[config.mk]
export PLATFORM = sky130hd
export DESIGN_NAME = rob_wb_arbiter
export DESIGN_NICKNAME = d
export VERILOG_FILES = /design/src/rtl/rob_wb_arbiter.sv
export SDC_FILE = /design/constraint.sdc
export NUM_CORES = 1
export LEC_CHECK = 0
export BUFFER_PORTS_ARGS = -buffer_cell sky130_fd_sc_hd__buf_2
export CELL_PAD_IN_SITES_DETAIL_PLACEMENT = 1
export CELL_PAD_IN_SITES_GLOBAL_PLACEMENT = 1
export CORE_UTILIZATION = 35
export DETAILED_ROUTE_END_ITERATION = 7
export PLACE_DENSITY_LB_ADDON = 0.1
export SYNTH_ARGS = -nofsm -noshare
export SYNTH_HDL_FRONTEND = slang
export SYNTH_SLANG_ARGS = --single-unit
[constraint.sdc]
create_clock -name clk -period 15.15 [get_ports clk]
set_input_delay 1.515 -clock clk [delete_from_list [all_inputs] [get_ports clk]]
set_output_delay 1.515 -clock clk [all_outputs]
set_load 0.1 [all_outputs]
[src/rtl/rob_wb_arbiter.sv]
// rob_wb_arbiter
//   Shares the NUM_PORTS modify-entry write ports of the reorder/instruction
//   circular queue among NUM_REQ functional-unit writeback requesters.
//   Round-robin scan, up to NUM_PORTS grants per cycle, same-entry conflicts
//   resolved in scan order, one registered output stage.
//
//   Optional feature (macro ROB_WB_AGE_BOOST_EN): per-requester wait counters
//   saturating at STARVE_LIMIT; saturated requesters are scanned first.
//
// Ports
//   clk, rst      clock, synchronous active-high reset
//   flush         drop all pending writebacks this cycle
//   req_valid     per-requester request valid
//   req_idx       flattened NUM_REQ x DEPTH_BITS target entry
//   req_data      flattened NUM_REQ x WIDTH update data
//   req_ready     combinational grant (transfer on valid && ready)
//   wr_mask       registered per-port write enable (queue in_bitmask)
//   wr_sel        registered flattened NUM_PORTS x DEPTH_BITS entry select
//   wr_data       registered flattened NUM_PORTS x WIDTH data
//   busy          registered: some valid requester was refused last cycle
module rob_wb_arbiter #(
  parameter int NUM_REQ      = 6,
  parameter int NUM_PORTS    = 4,
  parameter int WIDTH        = 32,
  parameter int DEPTH_BITS   = 4,
  parameter int STARVE_LIMIT = 8
) (
  input  logic                            clk,
  input  logic                            rst,
  input  logic                            flush,
  input  logic [NUM_REQ-1:0]              req_valid,
  input  logic [NUM_REQ*DEPTH_BITS-1:0]   req_idx,
  input  logic [NUM_REQ*WIDTH-1:0]        req_data,
  output logic [NUM_REQ-1:0]              req_ready,
  output logic [NUM_PORTS-1:0]            wr_mask,
  output logic [NUM_PORTS*DEPTH_BITS-1:0] wr_sel,
  output logic [NUM_PORTS*WIDTH-1:0]      wr_data,
  output logic                            busy
);

  localparam int PTR_W = (NUM_REQ > 1) ? $clog2(NUM_REQ) : 1;

  logic [PTR_W-1:0]                rr_ptr;
  logic [PTR_W-1:0]                nxt_ptr;
  logic [NUM_REQ-1:0]              grant;
  logic [NUM_REQ-1:0]              boosted;
  logic [NUM_PORTS-1:0]            nxt_mask;
  logic [NUM_PORTS*DEPTH_BITS-1:0] nxt_sel;
  logic [NUM_PORTS*WIDTH-1:0]      nxt_data;

`ifdef ROB_WB_AGE_BOOST_EN
  localparam int PASSES = 2;
  localparam int CNT_W  = $clog2(STARVE_LIMIT + 1);

  logic [CNT_W-1:0] wait_cnt [NUM_REQ];

  always_comb begin
    for (int unsigned i = 0; i < NUM_REQ; i++)
      boosted[i] = (wait_cnt[i] == CNT_W'(STARVE_LIMIT));
  end

  always_ff @(posedge clk) begin
    for (int unsigned i = 0; i < NUM_REQ; i++) begin
      if (rst || flush || grant[i])
        wait_cnt[i] <= '0;
      else if (req_valid[i] && (wait_cnt[i] != CNT_W'(STARVE_LIMIT)))
        wait_cnt[i] <= wait_cnt[i] + 1'b1;
    end
  end
`else
  localparam int PASSES = 1;

  assign boosted = '0;
`endif

  // Pass 0 takes only boosted requesters (boost build), the last pass takes
  // the rest; within a pass the order is rr_ptr, rr_ptr+1, ... mod NUM_REQ.
  // nxt_sel doubles as the list of entries already claimed this cycle.
  always_comb begin
    int unsigned r;
    int unsigned n;
    int unsigned last;
    logic        conflict;
    logic        take;

    grant    = '0;
    nxt_mask = '0;
    nxt_sel  = wr_sel;
    nxt_data = wr_data;
    nxt_ptr  = rr_ptr;
    n        = 0;
    last     = 0;
    r        = 0;
    conflict = 1'b0;
    take     = 1'b0;

    if (!rst && !flush) begin
      for (int unsigned p = 0; p < PASSES; p++) begin
        for (int unsigned j = 0; j < NUM_REQ; j++) begin
          r = 32'(rr_ptr) + j;
          if (r >= NUM_REQ) r = r - NUM_REQ;
          take = req_valid[r] && !grant[r] &&
                 ((PASSES == 1) || (boosted[r] == (p == 0)));
          conflict = 1'b0;
          for (int unsigned k = 0; k < NUM_PORTS; k++)
            if ((k < n) && (nxt_sel[k*DEPTH_BITS +: DEPTH_BITS] ==
                            req_idx[r*DEPTH_BITS +: DEPTH_BITS]))
              conflict = 1'b1;
          if (take && !conflict && (n < NUM_PORTS)) begin
            for (int unsigned k = 0; k < NUM_PORTS; k++) begin
              if (k == n) begin
                nxt_mask[k]                          = 1'b1;
                nxt_sel[k*DEPTH_BITS +: DEPTH_BITS]  = req_idx[r*DEPTH_BITS +: DEPTH_BITS];
                nxt_data[k*WIDTH +: WIDTH]           = req_data[r*WIDTH +: WIDTH];
              end
            end
            grant[r] = 1'b1;
            last     = r;
            n        = n + 1;
          end
        end
      end
      if (n != 0)
        nxt_ptr = (last == NUM_REQ - 1) ? '0 : PTR_W'(last + 1);
    end
  end

  assign req_ready = grant;

  always_ff @(posedge clk) begin
    if (rst) begin
      rr_ptr  <= '0;
      wr_mask <= '0;
      wr_sel  <= '0;
      wr_data <= '0;
      busy    <= 1'b0;
    end else begin
      rr_ptr  <= nxt_ptr;
      wr_mask <= nxt_mask;
      wr_sel  <= nxt_sel;
      wr_data <= nxt_data;
      busy    <= flush ? 1'b0 : |(req_valid & ~grant);
    end
  end

endmodule

After elaboration in Yosys (flattened, before gate mapping)
Memory sizes are Yosys's and may differ from the RTL's.
Cells that the tools add are included.

storage, ports and cells
  output and inout port bits = 155
  input bits = 225
  bits in registers = 152
  memory bits (read-only) = 8
  memories kept = 1

memories
  memory            words  width  read ports  clocked after memory_dff  write ports  line  RTL
  (name not given)  8      1      1           0                         0            102   take = req_valid[r] && !grant[r] &&

cells by class
  bitwise gates (word level) = 8
  equal/unequal tests = 36
  shifts and indexed selects = 12
  reduce and logical (&&, ||, !) cells = 66
  multiplexer cells = 189
  $lt $le $gt $ge = 43
  $add $sub $neg = 17

operators by type and width
  cell                                                                            number
  32-bit two-way mux                                                              51
  192-bit by 33-bit indexed part select with 32-bit output                        6
  128-bit two-way mux                                                             6
  2-bit by 32-bit equality test with 1-bit output (first input constant)          10
  1-bit by 32-bit less-than comparator with 1-bit output (first input constant)   10
  2-bit by 32-bit less-than comparator with 1-bit output (first input constant)   10
  24-bit by 33-bit indexed part select with 4-bit output                          6
  32-bit by 1-bit >= comparator with 1-bit output (second input constant)         6
  32-bit by 4-bit less-than comparator with 1-bit output (second input constant)  6
  32-bit by 1-bit adder with 32-bit output (second input constant)                5
  1-bit by 32-bit equality test with 1-bit output (first input constant)          5
  32-bit zero test                                                                5
  32-bit by 3-bit less-than comparator with 1-bit output (second input constant)  5
  16-bit two-way mux                                                              9
  4-bit two-way mux                                                               28
  4-bit equality test                                                             20
  6-bit two-way mux                                                               12
  1-bit two-way mux                                                               65
  1-bit logical AND                                                               43
  1-bit binary-select mux with 3-bit select                                       11
  32-bit by 3-bit equality test with 1-bit output (second input constant)         1
  32-bit nonzero test                                                             1
  6-bit OR                                                                        5
  4-bit by 3-bit subtractor with 5-bit output (second input constant)             5
  16 further kinds                                                                40

Depth between registers and ports, before layout
  depth in word-level cells = 72
  gate-level depth with buffers = 65
  mapped depth without buffers = 52

Worst setup path after synthesis
No wires, ideal clock.

  path type = flip-flop to output port
  start = register rr_ptr[0]
  end = output req_ready[5]
  setup slack = -0.267 ns
  cell stages (with the launch flop) = 61
  arrival = 13.902 ns
  path through = dfxtp_1 buf_4 buf_4 buf_2 clkbuf_1 clkinv_1 ha_1 ha_1 inv_1 ha_1 clkbuf_1 nor2b_1 a41oi_2 nand2_1 or3_1 a31oi_2 xnor2_1 o31ai_1 [25 not listed] o21ba_1 and4_4 nand2_1 a21o_1 inv_1 ha_1 clkbuf_1 o21ai_0 nor3_1 o31ai_1 nand4_1 a41oi_2 o21a_1 buf_4 buf_2 buf_2 nand3_1 a31oi_1

on the way
  cells in the longest elaborated chain, start to end = 69

RTL lines
  element                                                                                        line  RTL
  start, declared                                                                                43    logic [PTR_W-1:0] rr_ptr;
  start signal, assigned                                                                         138   rr_ptr <= nxt_ptr;
  3-bit by 3-bit subtractor with 4-bit output or 3-bit >= comparator (tied branches)             101   if (r >= NUM_REQ) r = r - NUM_REQ;
  32-bit two-way mux                                                                             101
  32-bit two-way mux                                                                             97    if (!rst && !flush) begin
  memory 8 x 1 bit                                                                               --
  1-bit two-way mux (implied by the code)                                                        102
  1-bit zero test                                                                                102
  1-bit logical AND                                                                              102
  1-bit two-way mux or 4-bit two-way mux (tied branches)                                         109   if (take && !conflict && (n < NUM_PORTS)) begin
  [49 not listed]                                                                                --
  1-bit by 32-bit less-than comparator with 1-bit output or 4-bit equality test (tied branches)  106   if ((k < n) && (nxt_sel[k*DEPTH_BITS +: DEPTH_BITS] ==
  1-bit logical AND                                                                              106
  1-bit two-way mux (4 in series)                                                                106
  1-bit two-way mux                                                                              97
  1-bit zero test                                                                                109
  1-bit logical AND (2 in series)                                                                109
  6-bit two-way mux *                                                                            109
  6-bit two-way mux *                                                                            97
  end, declared                                                                                  34    output logic [NUM_REQ-1:0] req_ready,

Every way passes the cells marked *; elsewhere a longest branch is shown, timed or not. The select of a mux whose other input is x is not followed.

Worst setup path in the final report
  start = register rr_ptr[0]
  end = output req_ready[1]

Same word-level chain as after synthesis.

==> results.md <==
- The number of enable-type register cells in the synthesized netlist is 0.
- After technology mapping, the gate count stands at ~3700.
- In the final layout, the multi-input gates occupy 19100 um2.
- The tree is rooted in a sky130_fd_sc_hd__clkbuf_16.
- The total via count after detailed routing is 30471.
- The worst register-to-register path ends at wr_data[125].
- The biggest cell delay along the critical path is ~0.60 ns.
- The share of synthesized flip-flops with an asynchronous set or reset is 0.
- The initial antenna violation count is 2.
- The most used flip-flop cell after synthesis is sky130_fd_sc_hd__dfxtp_1.
- The starting density of the core is 0.355.
- After synthesis, the mean cell area works out to 6.39 um2.
- The number of buffers created by CTS is 17.
- The worst setup slack for register-to-register paths is roughly 1.4 ns.
- The core area is roughly 66000 um2.
- The chip width is around 260 um.
- Counting along the longest clock path gives a buffer depth of 2.
- The placement row count is 94.
- The count of nets left with antenna violations once routing finished came out at 0.
- After detailed routing, the number of remaining DRC violations is 7.
- The worst path meets setup with a little under 0.8 ns of slack.
- For hold timing, the worst endpoint is wr_data[102].
- The final number of setup-violating endpoints is 0.
- The final hold violation count is 0.
- The setup TNS is 0 ns.
- The total global routing track utilization is 0.388.
- The checks that failed: DRC.
- The worst setup path is captured at an output port.
- Counting cells, the worst reg-to-reg path comes to 51.
- The number of placed instances, taps included, is 4627.
- The pin count of the biggest net entering global routing is 98.
- The deepest level of the CTS H-tree is 4.
- The startpoint of the most critical register-to-register path is rr_ptr[0].
- Among the stages of the critical path, the cell type that occurs most often is sky130_fd_sc_hd__ha_1.
- Input and output buffers added on the ports amount to 379.
- 0 antenna diodes ended up in the layout.
- The first-pass GRT wire length is 197 mm.
- Counting instances, the worst hold path has a depth of 2.
- The pre-CTS setup slack is around 0.27 ns.
- The share of the Yosys chip area taken by registers is 0.130.
- The headroom to the max-slew limit is 0.0908.
- Setup repair after global routing left no endpoint under its margin.
- The clock tree skew after final layout is 0.0241 ns.
- The weighted congestion reported at the end of routability-driven placement is 0.972.
- The utilization after layout is 0.401.
- The path type of the worst setup path is reg -> out.
- The highest clock rate is a little under 0.07 GHz.
- The clock latency of the later-clocked register in the worst-skew pair is 0.49 ns.
- The number of nets in the synthesized netlist is a little under 4000.
- The height of the die is approximately 260 um.
- The number of pins with negative max-slew slack in the final report is 0.
- After detailed routing, the number of vias per cell comes to about 6.5.
- The transition time at the pin with the least slew margin is about 1.3 ns.
- The data required time of the worst path is about 14 ns.
- The area growth from synthesis to layout is 12.9%.
- The post-synthesis register bit count is between 150 and 200.
- Fill cells in the final layout number between 8000 and 9000.
- In the finished design, the share of the clock period the worst path needs comes to 0.948.
- The class of the most critical hold timing path is reg -> reg.
- The number of maximum-capacitance constraint violations is 0.
- The worst setup path is launched from a flop.
- The quantity of hold-fixing buffers added after cts is 0.
- Data on the critical path arrives at its endpoint at ~13 ns.
- For this design, the slowest cell found on the critical path is sky130_fd_sc_hd__or4_1.
- The routed wire length is around 140 mm.
- The cell area that synthesis handed to floorplanning was roughly 23000 um2.
- The total global routing overflow is 0.
- The die covers 68200 um2.
- Dividing the detail-routed wire length by the instance count gives roughly 29 um.
- The startpoint identified for the worst hold timing path is wr_data[102].
- The maximum fanout encountered on the critical timing path is 36.
- The number of library cell types mapped by synthesis is between 100 and 150.
- In this run, the number of DRC markers left after iteration 0 of detailed routing was approximately 2700.
- The count of boundary I/O pins is between 300 and 400.
- The number of global-route vias before repair is slightly below 30000.
- After layout, the minimum clock period comes to approximately 14 ns.
- The final non-filler cell total is approximately 4700.
- The net count of the finished layout is roughly 4000.
- The register clock-pin slew on the reported worst setup and hold paths is 0.09 ns.
- Yosys printed 0 warnings.
- TritonCTS built the clock tree.
- The run finished, with violations left.
- Of the cells placed in the final design, the portion with a size suffix greater than 1 is 0.166.
- Registers take 3050 um2.
- The number of sinks on the clock net is between 150 and 200.
- Once detailed placement completed, the half-perimeter wirelength came to 99.9 mm.
- The number of detailed-route iterations in the first pass is 8.
## through the flow
stage	hold slack, ns	cell area, um2
CTS	0.480	26500
global route	0.497	26500
global placement	0.463	25800
detailed placement	0.469	25800
floorplan	0.891	23500
finish	0.479	26500
## cells by family after synthesis
logic type	share of synthesized area
and+or+nand+nor	0.287
AOI/OAI and AO/OA	0.315
buffers and inverters	0.0698
muxes	0.160
DFF	0.130
xor gates and xnor gates	0.0208
adders and majority gates	0.0176
## flip-flops by register name, summed over array words and instances, names as in the netlist
register  count
busy          1
rr_ptr        3
wr_sel       16
wr_mask       4
wr_data     128
## routing by layer
layer,global-route usage,share of wire,up-vias
met1,0.414,0.36,14900
met3,0.0494,0.053,515
met4,0.366,0.11,2
met5,0,0.00011,-
met2,0.665,0.48,1339
li1,-,-,13715
## critical path: cells and delay by family, from the launching register on
kind	cells	cell delay (ns)
AOI/OAI and AO/OA	15	3.94
and+or+nand+nor	13	2.60
adders and majority gates	8	2.56
buffers and inverters	10	1.64
xor gates and xnor gates	3	0.93
DFF	1	0.53
muxes	1	0.12
## placed cells by master (no fill, tap or decap), types with 15 or more instances in the layout
| cell type | count |
|---|---|
| sky130_fd_sc_hd__inv_1 | 33 |
| sky130_fd_sc_hd__a311o_1 | 35 |
| sky130_fd_sc_hd__mux2i_1 | 334 |
| sky130_fd_sc_hd__nor3_1 | 106 |
| sky130_fd_sc_hd__clkbuf_16 | 17 |
| sky130_fd_sc_hd__a21oi_1 | 278 |
| sky130_fd_sc_hd__or3_1 | 16 |
| sky130_fd_sc_hd__buf_2 | 371 |
| sky130_fd_sc_hd__a211oi_1 | 119 |
| sky130_fd_sc_hd__a311oi_1 | 64 |
| sky130_fd_sc_hd__nand2b_1 | 15 |
| sky130_fd_sc_hd__nand2_1 | 697 |
| sky130_fd_sc_hd__ha_1 | 31 |
| sky130_fd_sc_hd__xnor2_1 | 42 |
| sky130_fd_sc_hd__mux2_2 | 32 |
| sky130_fd_sc_hd__dfxtp_1 | 150 |
| sky130_fd_sc_hd__nand3_1 | 220 |
| sky130_fd_sc_hd__o22ai_1 | 42 |
| sky130_fd_sc_hd__buf_4 | 77 |
| sky130_fd_sc_hd__a221oi_1 | 25 |
| sky130_fd_sc_hd__o21ai_0 | 132 |
| sky130_fd_sc_hd__o211ai_1 | 70 |
| sky130_fd_sc_hd__nor2_1 | 428 |
| sky130_fd_sc_hd__a31oi_1 | 127 |
| sky130_fd_sc_hd__o311ai_0 | 28 |
## cell usage after synthesis (11+ instances only)
master	number	area share
sky130_fd_sc_hd__ha_1	33	0.018
sky130_fd_sc_hd__a221oi_1	25	0.0093
sky130_fd_sc_hd__and2_1	14	0.0037
sky130_fd_sc_hd__o311ai_0	28	0.010
sky130_fd_sc_hd__a31oi_1	128	0.034
sky130_fd_sc_hd__buf_2	24	0.0051
sky130_fd_sc_hd__nand3_1	221	0.047
sky130_fd_sc_hd__nor2b_1	11	0.0029
sky130_fd_sc_hd__xnor2_1	47	0.018
sky130_fd_sc_hd__o21ai_0	136	0.029
sky130_fd_sc_hd__mux2_2	32	0.015
sky130_fd_sc_hd__a311oi_1	64	0.024
sky130_fd_sc_hd__nand2_1	699	0.11
sky130_fd_sc_hd__buf_1	40	0.0064
sky130_fd_sc_hd__a21oi_1	284	0.061
sky130_fd_sc_hd__o22ai_1	42	0.011
sky130_fd_sc_hd__nand4_1	14	0.0037
sky130_fd_sc_hd__a211oi_1	119	0.038
sky130_fd_sc_hd__a21o_1	13	0.0042
sky130_fd_sc_hd__o211ai_1	70	0.022
sky130_fd_sc_hd__nand2b_1	15	0.0040
sky130_fd_sc_hd__mux2i_1	334	0.14
sky130_fd_sc_hd__dfxtp_1	152	0.13
sky130_fd_sc_hd__inv_1	34	0.0054
sky130_fd_sc_hd__nor2_1	435	0.070
sky130_fd_sc_hd__a311o_1	35	0.015
sky130_fd_sc_hd__nor3_1	106	0.023
sky130_fd_sc_hd__or3_1	16	0.0043
sky130_fd_sc_hd__clkbuf_1	290	0.046
## repair_timing
item,CTS,global route
gates resized for setup,2,3
cloned,1,1
setup endpoints to repair,6,26
pin swaps,1,1
setup buffers,1,5
## area by class of cell
class / instances / area share
repair buffers: 458 / 0.0985
clock buffers: 19 / 0.0163
well taps: 864 / 0.0407
flip-flops and latches: 152 / 0.115
inverters: 41 / 0.00599
multi-input cells: 3121 / 0.718
clock inverters: 12 / 0.00538
## worst max path at each step
| stage | startpoint | to | slack [ns] | depth (start not counted) |
|---|---|---|---|---|
| 2_1_floorplan | rr_ptr[0] | req_ready[0] | 0.32 | 59 |
| 3_3_place_gp | rr_ptr[0] | req_ready[1] | 0.59 | 48 |
| 3_5_place_dp | rr_ptr[0] | req_ready[1] | 0.27 | 48 |
| 4_1_cts | rr_ptr[0] | req_ready[1] | 0.21 | 50 |
| 5_1_grt | rr_ptr[0] | req_ready[4] | 0.07 | 49 |
| 6_report | rr_ptr[0] | req_ready[1] | 0.78 | 50 |
Power is not shown: default switching activity piles up to over one toggle a cycle in this logic, so the estimate is an artifact.
